File: config.mk
export PLATFORM = sky130hd
export DESIGN_NAME = regfile_req_sched
export DESIGN_NICKNAME = d
export VERILOG_FILES = /design/src/rtl/regfile_sched_pkg.sv /design/src/rtl/regfile_req_sched_rr_arbiter.sv /design/src/rtl/regfile_req_sched.sv
export SDC_FILE = /design/constraint.sdc
export NUM_CORES = 1
export LEC_CHECK = 0
export ABC_AREA = 1
export CELL_PAD_IN_SITES_DETAIL_PLACEMENT = 1
export CELL_PAD_IN_SITES_GLOBAL_PLACEMENT = 1
export CORE_ASPECT_RATIO = 1.2
export CORE_MARGIN = 2
export CORE_UTILIZATION = 23
export DETAILED_ROUTE_END_ITERATION = 8
export GPL_ROUTABILITY_DRIVEN = 0
export GPL_TIMING_DRIVEN = 0
export PLACE_DENSITY = 0.84
export SLEW_MARGIN = 20
export SYNTH_ARGS = -nofsm -noshare
export SYNTH_HDL_FRONTEND = slang
export SYNTH_SLANG_ARGS = --single-unit
File: constraint.sdc
create_clock -name clk -period 6.4 [get_ports clk]
set_clock_uncertainty 0.2 [all_clocks]
set_input_delay 0.96 -clock clk [delete_from_list [all_inputs] [get_ports clk]]
set_output_delay 0.96 -clock clk [all_outputs]
set_load 0.05 [all_outputs]
File: src/rtl/regfile_sched_pkg.sv
// Shared types and constants for the register-file request scheduler.
package regfile_sched_pkg;

    localparam logic [1:0]  RESP_OK     = 2'b00;
    localparam logic [1:0]  RESP_SLVERR = 2'b10;
    localparam logic [31:0] ERR_DATA    = 32'hdeaddead;

    // Sized for the largest supported requester count (8).
    localparam int ID_W = 3;

    typedef struct packed {
        logic [ID_W-1:0] id;
        logic            we;
        logic            err;
    } pipe_t;

endpackage

File: src/rtl/regfile_req_sched_rr_arbiter.sv
// Round-robin arbiter: one-hot grant from an eligibility vector, pointer advances past each winner.
module rr_arbiter #(
    parameter int N = 3
) (
    input  logic         clk,
    input  logic         reset,
    input  logic [N-1:0] i_elig,
    output logic [N-1:0] o_gnt
);

    localparam int PW = (N > 1) ? $clog2(N) : 1;

    logic [PW-1:0] r_ptr;
    logic [PW-1:0] w_win;
    logic          w_any;
    int            w_idx;

    always_comb begin
        w_win = '0;
        w_any = 1'b0;
        w_idx = 0;
        for (int k = 0; k < N; k++) begin
            w_idx = (int'(r_ptr) + k) % N;
            if (!w_any && i_elig[w_idx]) begin
                w_any = 1'b1;
                w_win = PW'(w_idx);
            end
        end
        o_gnt = w_any ? (N'(1) << w_win) : '0;
    end

    always_ff @(posedge clk) begin
        if (!reset) begin
            r_ptr <= '0;
        end else if (w_any) begin
            r_ptr <= (w_win == PW'(N - 1)) ? '0 : w_win + 1'b1;
        end
    end

endmodule

File: src/rtl/regfile_req_sched.sv
// Round-robin scheduler sharing one synchronous-read register file among N requesters.
// Define REGFILE_SCHED_PERF_EN to add per-requester grant/stall counters.
module regfile_req_sched
    import regfile_sched_pkg::*;
#(
    parameter int p_num_reqs    = 3,
    parameter int p_addr_nbits  = 32,
    parameter int p_num_entries = 32,
    parameter int p_data_nbits  = 32
) (
    input  logic                                 clk,
    input  logic                                 reset,
    input  logic [p_num_reqs-1:0]                req_val,
    output logic [p_num_reqs-1:0]                req_rdy,
    input  logic [p_num_reqs-1:0]                req_we,
    input  logic [p_num_reqs*p_addr_nbits-1:0]   req_addr,
    input  logic [p_num_reqs*p_data_nbits-1:0]   req_data,
    output logic [p_num_reqs-1:0]                resp_val,
    input  logic [p_num_reqs-1:0]                resp_rdy,
    output logic [p_num_reqs*2-1:0]              resp_status,
    output logic [p_num_reqs*p_data_nbits-1:0]   resp_data,
    output logic                                 mem_en,
    output logic                                 mem_we,
    output logic [$clog2(p_num_entries)-1:0]     mem_addr,
    output logic [p_data_nbits-1:0]              mem_wdata,
    input  logic [p_data_nbits-1:0]              mem_rdata
`ifdef REGFILE_SCHED_PERF_EN
    ,
    output logic [p_num_reqs*32-1:0]             perf_grant_cnt,
    output logic [p_num_reqs*32-1:0]             perf_stall_cnt
`endif
);

    localparam int N   = p_num_reqs;
    localparam int AW  = p_addr_nbits;
    localparam int DW  = p_data_nbits;
    localparam int MAW = $clog2(p_num_entries);

    logic [N-1:0]    w_elig_p0;
    logic [N-1:0]    w_gnt_p0;
    logic            w_any_p0;
    logic [ID_W-1:0] w_gid_p0;
    logic [AW-1:0]   w_addr_p0;
    logic [DW-1:0]   w_wdata_p0;
    logic            w_we_p0;
    logic            w_err_p0;

    pipe_t           r_stage_p1;
    logic            r_vld_p1;
    logic [DW-1:0]   w_load_data_p1;

    logic [N-1:0]    r_resp_val_p2;
    logic [N*2-1:0]  r_resp_status_p2;
    logic [N*DW-1:0] r_resp_data_p2;

    // Stage p0: eligibility, arbitration and memory access
    always_comb begin
        w_elig_p0 = '0;
        for (int i = 0; i < N; i++) begin
            w_elig_p0[i] = reset && req_val[i]
                         && !(r_vld_p1 && r_stage_p1.id == ID_W'(i))
                         && (!r_resp_val_p2[i] || resp_rdy[i]);
        end
    end

    rr_arbiter #(.N(N)) u_arb (
        .clk    (clk),
        .reset  (reset),
        .i_elig (w_elig_p0),
        .o_gnt  (w_gnt_p0)
    );

    always_comb begin
        w_any_p0   = |w_gnt_p0;
        w_gid_p0   = '0;
        w_addr_p0  = '0;
        w_wdata_p0 = '0;
        w_we_p0    = 1'b0;
        for (int i = 0; i < N; i++) begin
            if (w_gnt_p0[i]) begin
                w_gid_p0   = ID_W'(i);
                w_addr_p0  = req_addr[i*AW +: AW];
                w_wdata_p0 = req_data[i*DW +: DW];
                w_we_p0    = req_we[i];
            end
        end
        w_err_p0 = (w_addr_p0 >= AW'(p_num_entries));
    end

    assign req_rdy   = w_gnt_p0;
    assign mem_en    = w_any_p0 && !w_err_p0;
    assign mem_we    = mem_en && w_we_p0;
    assign mem_addr  = w_addr_p0[MAW-1:0];
    assign mem_wdata = w_wdata_p0;

    // Stage p1: remember who owns the memory result arriving this cycle
    always_ff @(posedge clk) begin
        if (!reset) begin
            r_vld_p1 <= 1'b0;
        end else begin
            r_vld_p1 <= w_any_p0;
        end
        r_stage_p1 <= '{id: w_gid_p0, we: w_we_p0, err: w_err_p0};
    end

    // Writes always return zero data, even when rejected for range.
    always_comb begin
        if (r_stage_p1.we) begin
            w_load_data_p1 = '0;
        end else if (r_stage_p1.err) begin
            w_load_data_p1 = DW'(ERR_DATA);
        end else begin
            w_load_data_p1 = mem_rdata;
        end
    end

    // Stage p2: per-requester response buffers; a load beats a same-cycle drain
    always_ff @(posedge clk) begin
        if (!reset) begin
            r_resp_val_p2    <= '0;
            r_resp_status_p2 <= '0;
            r_resp_data_p2   <= '0;
        end else begin
            for (int i = 0; i < N; i++) begin
                if (r_vld_p1 && r_stage_p1.id == ID_W'(i)) begin
                    r_resp_val_p2[i]           <= 1'b1;
                    r_resp_status_p2[i*2 +: 2] <= r_stage_p1.err ? RESP_SLVERR : RESP_OK;
                    r_resp_data_p2[i*DW +: DW] <= w_load_data_p1;
                end else if (resp_rdy[i]) begin
                    r_resp_val_p2[i] <= 1'b0;
                end
            end
        end
    end

    assign resp_val    = r_resp_val_p2;
    assign resp_status = r_resp_status_p2;
    assign resp_data   = r_resp_data_p2;

`ifdef REGFILE_SCHED_PERF_EN
    logic [N*32-1:0] r_perf_grant;
    logic [N*32-1:0] r_perf_stall;

    function automatic logic [31:0] sat_inc(input logic [31:0] v);
        return (v == 32'hffffffff) ? v : v + 32'd1;
    endfunction

    always_ff @(posedge clk) begin
        if (!reset) begin
            r_perf_grant <= '0;
            r_perf_stall <= '0;
        end else begin
            for (int i = 0; i < N; i++) begin
                if (w_gnt_p0[i]) begin
                    r_perf_grant[i*32 +: 32] <= sat_inc(r_perf_grant[i*32 +: 32]);
                end
                if (req_val[i] && !w_gnt_p0[i]) begin
                    r_perf_stall[i*32 +: 32] <= sat_inc(r_perf_stall[i*32 +: 32]);
                end
            end
        end
    end

    assign perf_grant_cnt = r_perf_grant;
    assign perf_stall_cnt = r_perf_stall;
`endif

endmodule

# Yosys cells after proc, flatten, opt, wreduce, memory -nomap -nowiden

Index checks and enable logic that the tools add are counted.
Widths: inputs -> output; s select.

Add/subtract/negate cells: 3
Multipliers: 0
Divide/modulo/power cells: 3
Order comparisons: 4
Equal/unequal tests: 3
Shift-type cells: 1
Mux-type cells: 36
Bitwise logic cells: 0
Reductions and logical operators: 33

Operator list:

| kind                  | count |
|---|---|
| $mux 32               | 8 |
| $lt 32x4->1 const B   | 3 |
| $mod 32x3->32 const B | 2 |
| $ge 32x6->1 const B   | 1 |
| $mod 3x3->32 const B  | 1 |
| $mux 1                | 19 |
| $logic_and 1x1->1     | 16 |
| $mux 2                | 5 |
| $logic_not 1->1       | 9 |
| $bmux 1 s2            | 3 |
| $reduce_bool 2->1     | 3 |
| $add 2x1->3 const B   | 1 |
| $add 2x2->3 const B   | 1 |
| $eq 3x1->1 const B    | 1 |
| $eq 3x2->1 const B    | 1 |
| $logic_not 3->1       | 1 |
| $logic_or 1x1->1      | 3 |
| $mux 3                | 1 |
| $reduce_or 3->1       | 1 |
| $shl 1x2->3 const A   | 1 |
| $add 2x1->2 const B   | 1 |
| $eq 2x2->1 const B    | 1 |

Bits in registers: 113
Bits in latches: 0
RAM bits: 0
ROM bits: 0
Input port bits: 235
Output and inout port bits: 147
Logic and storage cells: 97
Memories kept: 0

# Logic depth before layout (Yosys ltp)

Gate-level depths: netlist of the first run.

Depth in word-level cells: 24
Gate-level depth with buffers: 16

# Cells and area by module

Synthesis of the first run repeated with hierarchy kept, for this count alone.

Cells, all modules: 708
Area total of the unflattened synthesis: 5104.9 um^2

By module, submodules not included:

| module            | instances | cells an instance | area each (um^2) | sequential area each (um^2) |
|---|---|---|---|---|
| regfile_req_sched | 1         | 648               | 4725.8           | 2142.1 |
| rr_arbiter        | 1         | 60                | 379.1            | 40.0 |

# Worst setup path after synthesis of the first run

OpenSTA, ideal clock, no wires.

Kind: input to output
From: input reset
To: output mem_addr[0]
Arrival time: 2.936 ns
Path slack: 2.304 ns
Stages on the path: 11
Path through: buf_4 -> nand2_1 -> clkinv_1 -> nand4_1 -> nand2_1 -> a21oi_2 -> nand4_1 -> nand2_1 -> clkbuf_1 -> nand2_1 -> nand3_1

RTL lines:

| item                                      | line                               | source |
|---|---|---|
| from (decl)                               | regfile_req_sched.sv:12            | `input logic reset,` |
| $logic_and 1x1->1                         | regfile_req_sched.sv:60            | `w_elig_p0[i] = reset && req_val[i]` |
| $logic_and 1x1->1                         | regfile_req_sched.sv:61            | `&& !(r_vld_p1 && r_stage_p1.id == ID_W'(i))` |
| $logic_and 1x1->1                         | regfile_req_sched.sv:62            | `&& (!r_resp_val_p2[i] \|\| resp_rdy[i]);` |
| $bmux 1 s2                                | regfile_req_sched_rr_arbiter.sv:24 | `if (!w_any && i_elig[w_idx]) begin` |
| $mux 1 (implied by the code) (2 in a row) | regfile_req_sched_rr_arbiter.sv:24 |  |
| $mux 1                                    | regfile_req_sched_rr_arbiter.sv:24 |  |
| $logic_not 1->1                           | regfile_req_sched_rr_arbiter.sv:24 |  |
| $logic_and 1x1->1                         | regfile_req_sched_rr_arbiter.sv:24 |  |
| $mux 1                                    | regfile_req_sched_rr_arbiter.sv:24 |  |
| $logic_not 1->1                           | regfile_req_sched_rr_arbiter.sv:24 |  |
| $logic_and 1x1->1                         | regfile_req_sched_rr_arbiter.sv:24 |  |
| $mux 2                                    | regfile_req_sched_rr_arbiter.sv:24 |  |
| $shl 1x2->3                               | regfile_req_sched_rr_arbiter.sv:29 | `o_gnt = w_any ? (N'(1) << w_win) : '0;` |
| $mux 3 (*)                                | regfile_req_sched_rr_arbiter.sv:29 |  |
| named net req_rdy[2]                      | regfile_req_sched.sv:14            | `output logic [p_num_reqs-1:0] req_rdy,` |
| $mux 32 (*)                               | regfile_req_sched.sv:80            | `if (w_gnt_p0[i]) begin` |
| to (decl)                                 | regfile_req_sched.sv:24            | `output logic [$clog2(p_num_entries)-1:0] mem_addr,` |

Mark *: on every way through the listed nets, which the timed path passes. The rest lies on a longest branch. The select of a mux whose other input is x is not followed.

# Worst setup path after layout of the first run

From: input req_val[1]
To: output mem_wdata[9]

Word-level cells in the longest chain between the ends: 18

RTL lines:

| item                                      | line                               | source |
|---|---|---|
| from (decl)                               | regfile_req_sched.sv:13            | `input logic [p_num_reqs-1:0] req_val,` |
| $logic_and 1x1->1 (*)                     | regfile_req_sched.sv:60            |  |
| $logic_and 1x1->1 (*)                     | regfile_req_sched.sv:61            |  |
| $logic_and 1x1->1 (*)                     | regfile_req_sched.sv:62            |  |
| $bmux 1 s2                                | regfile_req_sched_rr_arbiter.sv:24 |  |
| $mux 1 (implied by the code) (2 in a row) | regfile_req_sched_rr_arbiter.sv:24 |  |
| $mux 1                                    | regfile_req_sched_rr_arbiter.sv:24 |  |
| $logic_not 1->1                           | regfile_req_sched_rr_arbiter.sv:24 |  |
| $logic_and 1x1->1                         | regfile_req_sched_rr_arbiter.sv:24 |  |
| $mux 1                                    | regfile_req_sched_rr_arbiter.sv:24 |  |
| $logic_not 1->1                           | regfile_req_sched_rr_arbiter.sv:24 |  |
| $logic_and 1x1->1                         | regfile_req_sched_rr_arbiter.sv:24 |  |
| $mux 2                                    | regfile_req_sched_rr_arbiter.sv:24 |  |
| $shl 1x2->3                               | regfile_req_sched_rr_arbiter.sv:29 |  |
| $mux 3 (*)                                | regfile_req_sched_rr_arbiter.sv:29 |  |
| $mux 32 (2 in a row)                      | regfile_req_sched.sv:80            |  |
| $mux 32 (*)                               | regfile_req_sched.sv:80            |  |
| to (decl)                                 | regfile_req_sched.sv:25            | `output logic [p_data_nbits-1:0] mem_wdata,` |

Mark *: on every way between the ends. The rest lies on a longest branch, timed or not. The select of a mux whose other input is x is not followed.

==> results of run 1 <==
-- synthesized netlist by cell type, types with 2 or more instances --
master and count:
buf_2 5, inv_2 2, dfxtp_1 109, buf_4 6, a21oi_1 97, nor4_1 18, nand2_2 12, o21a_1 2
o21ai_0 102, clkinv_1 3, nand3_2 4, nor3_1 3, buf_1 6, nand2_1 164, nand3_1 48, nor2_1 36
clkbuf_1 30, nand4_1 7, ha_1 2, inv_1 21
-- per-layer routing --
layer  GRT usage  wire length [µm]
met5           0                 0
met4     0.07907               817
met3     0.06207              2013
met2      0.4723             15070
met1      0.2464              9624
-- power by group through the flow --
stage	registers [mW]	logic, mW	clock network, mW
floorplan	1.74	2.09	0
global placement	1.05	4.47	0
detailed placement	1.06	4.51	0
CTS	1.05	4.53	0.558
global route	1.07	4.74	0.587
finish	1.05	4.48	0.543
-- flip-flops by register name (all words and copies together) (netlist names) --
register     count
resp_data       96
resp_val         3
resp_status      3
u_arb.r_ptr      2
r_vld_p1         1
r_stage_p1       4
-- layout make-up --
type | count | area, µm²
inverters | 26 | 97.59
flip-flops and latches | 109 | 2182
plain buffers | 49 | 231.5
well taps | 270 | 337.8
clock inverters | 6 | 56.30
clock buffers | 10 | 229.0
multi-input cells | 501 | 2356
fillers | 2560 | 11560
repair buffers | 377 | 3774
-- path summary, 6_finish.rpt --
kind	end	slack, ns	depth (start not counted)
max	mem_wdata[9]	1.02	13
min	resp_data[94]$_SDFFE_PN0P_	0.27	2
max reg2reg	resp_data[47]$_SDFFE_PN0P_	3.97	6
min reg2reg	resp_data[94]$_SDFFE_PN0P_	0.27	2
-- logic make-up (layout without fill, tap and decap cells) --
family / Yosys count / in the layout
AND/OR/NAND/NOR: 293 / 293
AO/OA/AOI/OAI: 203 / 203
flip-flops: 109 / 109
buffers and inverters: 75 / 468
adder cells (fa/ha/maj): 2 / 2
other: 1 / 3
-- through the flow --
step | power [mW] | hold WS, ns
after floorplan | 3.833 | 0.3600
after global routing | 6.405 | 0.2961
after detailed placement | 5.573 | 0.2592
after global placement | 5.522 | 0.2489
final | 6.074 | 0.2730
after CTS | 6.139 | 0.2751
-- worst max-delay path, cell delays in order --
cell and delay [ns]:
clkdlybuf4s50_1 0.47, nand2_1 0.09, inv_1 0.09, nand3_1 0.10, nand2_1 0.07, nand3_1 0.07
nand2_1 0.11, nand4_1 0.14, nand2_2 0.19, clkbuf_1 0.61, nand2_1 0.17, nand3_1 0.24
clkdlybuf4s50_1 0.91
-- cells in the final DEF, fill, tap and decap left out --
cell             netlist  final
nor3_1                 3      3
clkbuf_1              30     31
buf_2                  5      5
nor2_2                 0      1
buf_4                  6      6
clkinv_4               0      3
nand3_2                4      4
buf_1                  6      6
o21a_1                 2      2
o21ai_0              102    102
inv_8                  0      2
nor2_1                36     35
buf_8                  1      1
nand2_2               12     12
nand4_1                7      7
conb_1                 1      3
a21oi_1               97     97
o21ai_2                1      1
a21oi_2                1      1
buf_6                  1      1
nor4_1                18     18
ha_1                   2      2
clkbuf_16              0      9
nand2_1              164    164
clkdlybuf4s50_1        0    377
inv_1                 21     21
dfxtp_1              109    109
nand3_1               48     48
nor2_4                 1      1
clkinv_1               3      3
clkinvlp_4             0      1
inv_2                  2      2
==> reports/metrics.yaml, run 1 <==
critical_path:
  path_class: "in2out"
  end_kind: "output pin"
  startpoint: "req_val[1]"
  arrival_ns: 4.22
  required_ns: 5.24
  cp-start-kind: "input port"
  r2r_start: "r_vld_p1$_SDFF_PN0_"
  crit_fanout: 10
cts:
  clkTransAtPathRegs_ns: 0.08
  cts.path.max_buffers: 2
  cts_setup_buffers: 0
  root_buffer: "clkbuf_16"
  cts-hold-fix-buffers: 0
  insertion_delay_ns: 0.35
  cts.sinks: 109
  htreeDepth: 3
  cts_resized: 0
  cts-buffers-inserted: 9
  tritoncts: "done"
timing:
  slew_viol_final: 0
  fin_crit_ns: 5.384
  setup_ws_ns: 1.016
  setup_tns_ns: 0
  fin_crit_sh: 0.8413
  timing_hold_violations_final: 0
  maxSlewHeadroom: 0.4883
  rsz0062_at_grt: "no"
  setup_viol: 0
  worst_slew_pin_slew_ns: 0.7676
  max_freq_mhz: 185.7
power:
  ir_drop_v: 0.0003417
  clockPowerShare: 0.089
  switchingPower_mw: 3.561
  switching_share: 0.5863
  p_per_area_nw_per_um2: 655.6
  pwr-share-seq: 0.173
  comb_power_share: 0.738
  leakagePower_nw: 3.540
  power.internal_mw: 2.513
drt:
  totalWireLength_um: 27530
  final_antenna_net_count: 0
  via_per_inst: 4.760
  wire_per_inst_um: 20.42
  routed-via-count: 6416
  drc_errors: 0
  firstDrtPassIters: 4
  drt_iter0_markers: 219
place:
  place_area_um2: 8976
  pre_cts_ws_ns: 0.9359
  dp_hpwl_um: 22760
  port_buffers: 377
  place_inst: 1332
logic_synthesis:
  ys.flop_type: "dfxtp_1"
  syn_avg_cell_area_um2: 7.112
  netlist.area_leader.share: 0.4493
  ys.warnings.count: 0
  syn_inst: 683
  synth_edf_count: 0
  synth-simple-area-share: 0.2653
  synthAdderAreaFrac: 0.005152
  ys_async_sr_fraction: 0
  synth_area_um2: 4857
  synth_compound_area_frac: 0.2117
  seq_area_frac_synth: 0.4493
  synth-seq-cells: 109
  synth_top_family_by_area: "simple AND/OR/NAND/NOR gates"
  yosysTopAreaCell: "dfxtp_1"
  synthMuxAreaShare: 0
  ys_top_cells_by_area: "dfxtp_1 (45%), nand2_1 (13%), o21ai_0 (11%), a21oi_1 (10%), nand3_1 (4.9%)"
  yosys.cell_types.count: 26
  synth_xor_xnor_area_share: 0
grt:
  grt.total_usage: 0.2425
  grt_remaining_overflow: 0
  grt_pass1_wl_um: 40230
  grt_max_degree: 20
  antenna_found_initial: 0
  grt_pass1_vias: 6895
layout:
  syn_to_final_growth_pct: 90.73
  drive_gt1_frac: 0.04638
  utilization: 0.4448
  nNetsFinal: 1310
  antenna_cells: 0
  final_area_um2: 9264
  stdcell_count: 1348
min_path:
  worstHoldStart: "resp_data[94]$_SDFFE_PN0P_"
  worstHoldPathType: "reg2reg"
job:
  drv_cap: 0
status:
  status: "finished, final reports clean"
floorplan:
  num_io_pins: 382
  die_area_um2: 22300
  coreArea_um2: 20830
  die_y_um: 163.2
  start_util: 0.2332
  rows: 58
  fp.dieW_um: 136.7
Note: power is estimated with default switching activity, not from simulation.
==> inputs of run 2 (changes only) <==
- CORE_UTILIZATION: 23 -> 19
- PLACE_DENSITY: 0.84 -> 0.74
- clock period: 6.4 -> 4.9 ns (I/O delays scaled with it)
==> run 2 against run 1 <==
Final area rose by 1.3%; critical path depth did not move; count of clock-buffer cells in the layout fell by 1; register-to-register slack got worse by 1.5 ns; global-route usage fell by 5.5 points; hold slack improved by 0.0028 ns; worst setup slack got worse by 0.70 ns; first-iteration DRC count fell by 10%; via count rose by 0.19%; critical endpoint is now mem_wdata[8]; largest cell class unchanged; largest power group unchanged.
==> reports/metrics.yaml, run 2 (synthesis gave the netlist of run 1 again) <==
power:
  leakagePower_nw: 3.592  # was 3.540 nW
  p_total_mw: 7.858  # was 6.074 mW
  p_per_area_nw_per_um2: 837.5  # was 655.6 nW/µm²
  ir_drop_v: 0.0003733  # was 0.0003417 V
grt:
  grt_max_degree: 21  # was 20
  grt.total_usage: 0.1878  # was 0.2425
  grt_pass1_vias: 6774  # was 6895
  antenna_found_initial: 2  # was 0
  grt_pass1_wl_um: 38430  # was 40230 µm
  grt_remaining_overflow: 0  # unchanged
min_path:
  hold_path_depth: 2  # unchanged
  worstHoldPathType: "reg2reg"  # unchanged
  min_to: "resp_data[43]$_SDFFE_PN0P_"  # was resp_data[94]$_SDFFE_PN0P_
  worstHoldStart: "resp_data[43]$_SDFFE_PN0P_"  # was resp_data[94]$_SDFFE_PN0P_
timing:
  slew_viol_final: 0  # unchanged
  fin_crit_ns: 4.584
  timing_hold_violations_final: 0  # unchanged
  fin_crit_sh: 0.9355
  max_freq_mhz: 218.2
  setup_tns_ns: 0  # unchanged
  setup_viol: 0  # unchanged
  maxSlewHeadroom: 0.5106  # was 0.4883
  rsz0062_at_grt: "no"  # unchanged
  hold_ws_ns: 0.2758  # was 0.2730 ns
  worst_slew_pin_slew_ns: 0.7333  # was 0.7676 ns
cts:
  cts.path.max_buffers: 2  # unchanged
  htreeDepth: 3  # unchanged
  root_buffer: "clkbuf_16"  # unchanged
  cts.sinks: 109  # unchanged
  cts-buffers-inserted: 9  # unchanged
  cts_setup_buffers: 0  # unchanged
  tritoncts: "done"  # unchanged
  cts-hold-fix-buffers: 0  # unchanged
  clkTransAtPathRegs_ns: 0.07  # was 0.08 ns
  cts_resized: 0  # unchanged
  insertion_delay_ns: 0.35  # about the same
critical_path:
  r2r_start: "r_vld_p1$_SDFF_PN0_"  # unchanged
  required_ns: 3.96  # was 5.24 ns
  arrival_ns: 3.65  # was 4.22 ns
  reg2reg_slack_ns: 2.48  # was 3.97 ns
  startpoint: "resp_rdy[1]"  # was req_val[1]
  cp-start-kind: "input port"  # unchanged
  crit_fanout: 10  # unchanged
  end_kind: "output pin"  # unchanged
  rr_worst_depth: 6  # unchanged
  worst_r2r_endpoint: "resp_data[49]$_SDFFE_PN0P_"  # was resp_data[47]$_SDFFE_PN0P_
  path_class: "in2out"  # unchanged
drt:
  final_antenna_net_count: 0  # unchanged
  firstDrtPassIters: 4  # unchanged
  wire_per_inst_um: 18.54  # was 20.42 µm
  drc_errors: 0  # unchanged
  totalWireLength_um: 26150  # was 27530 µm
  routed-via-count: 6428  # was 6416
  drt_iter0_markers: 197  # was 219
  via_per_inst: 4.559  # was 4.760
place:
  port_buffers: 377  # unchanged
  dp_hpwl_um: 21470  # was 22760 µm
floorplan:
  coreArea_um2: 25300  # was 20830 µm²
  start_util: 0.1920  # was 0.2332
  die_area_um2: 26860  # was 22300 µm²
  fp.dieW_um: 150.0  # was 136.7 µm
  die_y_um: 179.1  # was 163.2 µm
  num_io_pins: 382  # unchanged
  rows: 64  # was 58
layout:
  regArea_um2: 2182  # unchanged
  largest_reg_flops: 96  # unchanged
  drive_gt1_frac: 0.04824  # was 0.04638
  multiInputGateArea_um2: 2356  # unchanged
  nNetsFinal: 1310  # unchanged
  syn_to_final_growth_pct: 93.17  # was 90.73%
  utilization: 0.3708  # was 0.4448
  fillCellCount: 3107  # was 2560
  most-common-layout-cells: "clkdlybuf4s50_1 (375), nand2_1 (164), dfxtp_1 (109)"  # was clkdlybuf4s50_1 (377), nand2_1 (164), dfxtp_1 (109)
  layout_commonest_cell: "clkdlybuf4s50_1"  # unchanged
status:
  status: "finished, final reports clean"  # unchanged
job:
  drv_cap: 0  # unchanged
==> run 2: routing by layer <==
layer | wire length [µm] | share of wire | vias to the layer above | track usage
met4 | 459 | 0.018 | 2 | 0.05031
met5 | 7 | 0.00027 | - | 0
met3 | 1897 | 0.073 | 28 | 0.03511
li1 | - | - | 3079 | -
met1 | 9359 | 0.36 | 3016 | 0.1995
met2 | 14420 | 0.55 | 303 | 0.3727
==> run 2: worst max path at each step <==
stage,slack [ns],end
floorplan,1.25,mem_addr[0]
global placement,0.14,mem_wdata[9]
detailed placement,0.12,mem_wdata[9]
CTS,0.11,mem_wdata[9]
global route,0.008,mem_wdata[10]
finish,0.32,mem_wdata[8]
==> run 2: cell type report <==
| class | instances | share of cell area |
|---|---|---|
| repair buffers | 377 | 0.4027 |
| flip-flops and latches | 109 | 0.2326 |
| clock inverters | 7 | 0.009868 |
| inverters | 26 | 0.01040 |
| well taps | 330 | 0.04401 |
| clock buffers | 9 | 0.02400 |
| plain buffers | 49 | 0.02480 |
| diodes | 2 | 0.0005334 |
| multi-input cells | 501 | 0.2511 |
==> run 2: critical path: stages <==
cell	delay (ns)
clkdlybuf4s50_1	0.48
inv_1	0.05
nand2_1	0.16
nand3_1	0.13
nand2_1	0.07
nand3_1	0.07
nand2_1	0.11
nand4_1	0.15
nand2_2	0.19
clkbuf_1	0.40
nand2_1	0.10
nand3_1	0.15
clkdlybuf4s50_1	0.84
==> run 2: power by group <==
part	leakage, nW	internal (mW)	switching (mW)
Sequential	0.893	1.19	0.181
Combinational	2.54	1.74	3.98
Clock	0.155	0.410	0.364
Total	3.59	3.34	4.52
==> run 2: through the flow <==
step | instance area (µm²) | std cells | worst slack, ns
after global routing | 9380 | 1409 | 0.007642
after floorplan | 4865 | 685 | 1.254
after CTS | 9371 | 1408 | 0.1116
after global placement | 9051 | 1392 | 0.1442
after detailed placement | 9054 | 1392 | 0.1249
final | 9383 | 1410 | 0.3162
==> inputs of run 3 (changes only) <==
- CORE_UTILIZATION: 19 -> 20
- PLACE_DENSITY: 0.74 -> 0.75
- SYNTH_HIERARCHICAL: not set -> 1
==> run 3 against run 2 <==
Register-to-register slack got worse by 0.90 ns; area after synthesis rose by 5.1%; fmax down 3.2%; wire length is 11% higher; critical path depth grew 5; final area rose by 3.8%.
==> reports/metrics.yaml, run 3 <==
logic_synthesis:
  yosysTopAreaCell: "dfxtp_1"  # unchanged
  synth-seq-cells: 109  # unchanged
  ys_top_cells_by_area: "dfxtp_1 (43%), o21ai_0 (13%), a21oi_1 (8.4%), nand2_1 (7.3%), nor2_1 (7.0%)"  # was dfxtp_1 (45%), nand2_1 (13%), o21ai_0 (11%), a21oi_1 (10%), nand3_1 (4.9%)
  seq_area_frac_synth: 0.4275  # was 0.4493
  syn_avg_cell_area_um2: 7.210  # was 7.112 µm²
  syn_inst: 708  # was 683
  synth_edf_count: 0  # unchanged
  netlist.area_leader.share: 0.4275  # was 0.4493
  ys.warnings.count: 6  # was 0
  yosys-top-cells-count: "o21ai_0 (137), dfxtp_1 (109), nand2_1 (99)"  # was nand2_1 (164), dfxtp_1 (109), o21ai_0 (102)
  synth_area_um2: 5105  # was 4857 µm²
  yosysMostFrequentCell: "o21ai_0"  # was nand2_1
  ys_async_sr_fraction: 0  # unchanged
  yosys.cell_types.count: 37  # was 26
  ys.flop_type: "dfxtp_1"  # unchanged
power:
  leakagePower_nw: 3.763  # was 3.592 nW
  p_per_area_nw_per_um2: 731.1  # was 837.5 nW/µm²
  power.internal_mw: 2.992  # was 3.336 mW
  switching_share: 0.5797  # was 0.5755
  switchingPower_mw: 4.126  # was 4.522 mW
  clockPowerShare: 0.104  # was 0.099
  comb_power_share: 0.722  # was 0.727
  pwr-share-seq: 0.174  # was 0.175
  ir_drop_v: 0.0005537  # was 0.0003733 V
critical_path:
  crit_fanout: 10  # unchanged
  cpLargestDelayFamily: "buffers and inverters"  # unchanged
  startpoint: "resp_rdy[0]"  # was resp_rdy[1]
  setup.worst_path.end: "mem_wdata[7]"  # was mem_wdata[8]
  worst_r2r_endpoint: "r_stage_p1[1]$_DFF_P_"  # was resp_data[49]$_SDFFE_PN0P_
  cp_num_buf_inv: 8  # was 4
  path_class: "in2out"  # unchanged
  required_ns: 3.96  # about the same
  r2r_start: "r_stage_p1[3]$_SDFF_PP1_"  # was r_vld_p1$_SDFF_PN0_
  cp.depth: 18  # was 13
  reg2reg_slack_ns: 1.58  # was 2.48 ns
  crit_path_top_delay_cell: "clkdlybuf4s50_1"  # unchanged
  rr_worst_depth: 16  # was 6
  end_kind: "output pin"  # unchanged
  cp-start-kind: "input port"  # unchanged
  arrival_ns: 3.80  # was 3.65 ns
  crit_chain: "clkdlybuf4s50_1 -> inv_1 -> a21oi_1 -> and3_1 -> inv_1 -> nand2_1 -> nand3_1 -> nand2_2 -> nand3_1 -> nand3_2 -> nand2_2 -> clkinvlp_4 -> buf_4 -> buf_2 -> buf_2 -> a22oi_1 -> o21ai_1 -> clkdlybuf4s18_2"  # was clkdlybuf4s50_1 -> inv_1 -> nand2_1 -> nand3_1 -> nand2_1 -> nand3_1 -> nand2_1 -> nand4_1 -> nand2_2 -> clkbuf_1 -> nand2_1 -> nand3_1 -> clkdlybuf4s50_1
  max_stage_delay_ns: 0.51  # was 0.84 ns
drt:
  routed-via-count: 6641  # was 6428
  wire_per_inst_um: 20.03  # was 18.54 µm
  drc_errors: 0  # unchanged
  final_antenna_net_count: 0  # unchanged
  drt_iter0_markers: 204  # was 197
  totalWireLength_um: 29080  # was 26150 µm
  firstDrtPassIters: 4  # unchanged
  via_per_inst: 4.574  # was 4.559
layout:
  syn_to_final_growth_pct: 90.71  # was 93.17%
  stdcell_count: 1452  # was 1410
  layout_commonest_cell: "clkdlybuf4s50_1"  # unchanged
  nNetsFinal: 1345  # was 1310
  utilization: 0.3847  # was 0.3708
  drive_gt1_frac: 0.1303  # was 0.04824
  fillCellCount: 3104  # was 3107
  largest_reg_flops: 96  # unchanged
  most-common-layout-cells: "clkdlybuf4s50_1 (338), dfxtp_1 (109), o21ai_0 (100)"  # was clkdlybuf4s50_1 (375), nand2_1 (164), dfxtp_1 (109)
floorplan:
  coreArea_um2: 25300  # unchanged
  start_util: 0.2017  # was 0.1920
  num_io_pins: 382  # unchanged
  fp.dieW_um: 149.8  # was 150.0 µm
  die_area_um2: 26820  # was 26860 µm²
  rows: 64  # unchanged
  die_y_um: 179.0  # was 179.1 µm
cts:
  insertion_delay_ns: 0.35  # about the same
  tritoncts: "done"  # unchanged
  clkTransAtPathRegs_ns: 0.08  # was 0.07 ns
  root_buffer: "clkbuf_16"  # unchanged
  cts-buffers-inserted: 9  # unchanged
  cts.path.max_buffers: 2  # unchanged
  cts.sinks: 109  # unchanged
  htreeDepth: 3  # unchanged
timing:
  slew_viol_final: 0  # unchanged
  hold_ws_ns: 0.2755  # was 0.2758 ns
  worst_slew_pin_slew_ns: 1.013  # was 0.7333 ns
  maxSlewHeadroom: 0.3220  # was 0.5106
  timing_hold_violations_final: 0  # unchanged
  fin_crit_ns: 4.734  # was 4.584 ns
  setup_viol: 0  # unchanged
  setup_ws_ns: 0.1661  # was 0.3162 ns
  fin_crit_sh: 0.9661  # was 0.9355
  rsz0062_at_grt: "yes"  # was no
  max_freq_mhz: 211.2  # was 218.2 MHz
grt:
  grt_pass1_wl_um: 42030  # was 38430 µm
  antenna_found_initial: 9  # was 2
  grt_remaining_overflow: 0  # unchanged
  grt.total_usage: 0.2109  # was 0.1878
  grt_max_degree: 22  # was 21
  grt_pass1_vias: 7127  # was 6774
status:
  status: "finished, final reports clean"  # unchanged
place:
  place_inst: 1418  # was 1392
  pre_cts_ws_ns: -1.974  # was 0.1249 ns
  dp_hpwl_um: 24090  # was 21470 µm
  port_buffers: 378  # was 377
min_path:
  worstHoldPathType: "reg2reg"  # unchanged
job:
  drv_cap: 0  # unchanged
==> run 3: changes by cell type in the layout (fill, tap and decap cells not counted), sizes merged, moves of 7 or more <==
cell | before | now
inv | 25 | 33
nand3 | 52 | 14
a22oi | 0 | 37
nor4 | 18 | 1
clkbuf | 39 | 50
buf | 19 | 52
nand2 | 176 | 106
clkdlybuf4s50 | 375 | 338
diode | 2 | 9
o21ai | 103 | 148
a21oi | 98 | 87
nor2 | 37 | 97
==> run 3: worst register-to-register path, cell delays in order (launching register included) <==
cell	delay, ns
dfxtp_1	0.42
inv_2	0.07
nor3_4	0.40
a21oi_1	0.10
and3_1	0.17
inv_1	0.17
nor2_2	0.08
nand2_1	0.08
nand2_2	0.10
nand3_1	0.09
nand3_2	0.07
nand2_2	0.12
clkinvlp_4	0.18
inv_1	0.13
nor2_1	0.07
a221oi_1	0.66
inv_1	0.08
==> run 3: layout make-up <==
type                            instances  area, µm²  area share
Clock buffer                            9      225.2     0.02313
Timing Repair Buffer                  388       3762      0.3865
Tap cell                              330      412.9     0.04241
Antenna cell                            9      22.52    0.002313
Clock inverter                          7      77.57    0.007968
Inverter                               31      126.4     0.01298
Multi-Input combinational cell        515       2633      0.2704
Buffer                                 54      294.0     0.03020
Sequential cell                       109       2182      0.2241
==> run 3: cells by family after synthesis <==
kind of cell    count (synthesis)  synth area share
simple gates                  234            0.1980
compound gates                276            0.2922
buf+inv                        86           0.07671
fa+ha+maj                       2          0.004901
flops                         109            0.4275
other cells                     1         0.0007346
==> run 3: worst min path at each step <==
stage	startpoint	to	slack (ns)	cells after the start
after detailed placement	resp_data[18]$_SDFFE_PN0P_	resp_data[18]$_SDFFE_PN0P_	0.26	2
final	resp_data[18]$_SDFFE_PN0P_	resp_data[18]$_SDFFE_PN0P_	0.28	2
after floorplan	u_arb/r_ptr[1]$_SDFFE_PN0P_	u_arb/r_ptr[1]$_SDFFE_PN0P_	0.26	2
after CTS	resp_data[18]$_SDFFE_PN0P_	resp_data[18]$_SDFFE_PN0P_	0.28	2
after global routing	resp_data[18]$_SDFFE_PN0P_	resp_data[18]$_SDFFE_PN0P_	0.29	2
after global placement	resp_data[18]$_SDFFE_PN0P_	resp_data[18]$_SDFFE_PN0P_	0.25	2
==> run 3: what timing repair did <==
action                     CTS  global route
gates resized for setup    164            46
setup endpoints to repair   42            39
setup buffers                2             8
pin swaps                    1             4
hold buffers                 0             0
==> run 3: metrics by stage <==
stage	setup TNS (ns)	area [µm²]	total power, mW
6_report	0	9736	7.117
5_1_grt	-0.1764	9718	7.498
4_1_cts	-0.003466	9627	7.077
3_5_place_dp	-66.02	9380	6.526
3_3_place_gp	-66.97	9380	6.490
2_1_floorplan	-0.03946	5184	4.611
==> run 3: metal layers <==
layer	part of all wire	track usage	routed length, µm	up-vias
li1	-	-	-	3224
met1	0.35	0.2110	10180	3078
met2	0.52	0.4026	15210	293
met3	0.099	0.07710	2893	42
met4	0.026	0.06407	770	4
met5	0.00072	0	21	-
==> run 3: power groups by stage <==
stage / combinational (mW) / sequential, mW / clock (mW)
2_1_floorplan: 2.69 / 1.92 / 0
3_3_place_gp: 5.24 / 1.25 / 0
3_5_place_dp: 5.27 / 1.26 / 0
4_1_cts: 5.07 / 1.24 / 0.764
5_1_grt: 5.44 / 1.26 / 0.792
6_report: 5.14 / 1.24 / 0.740
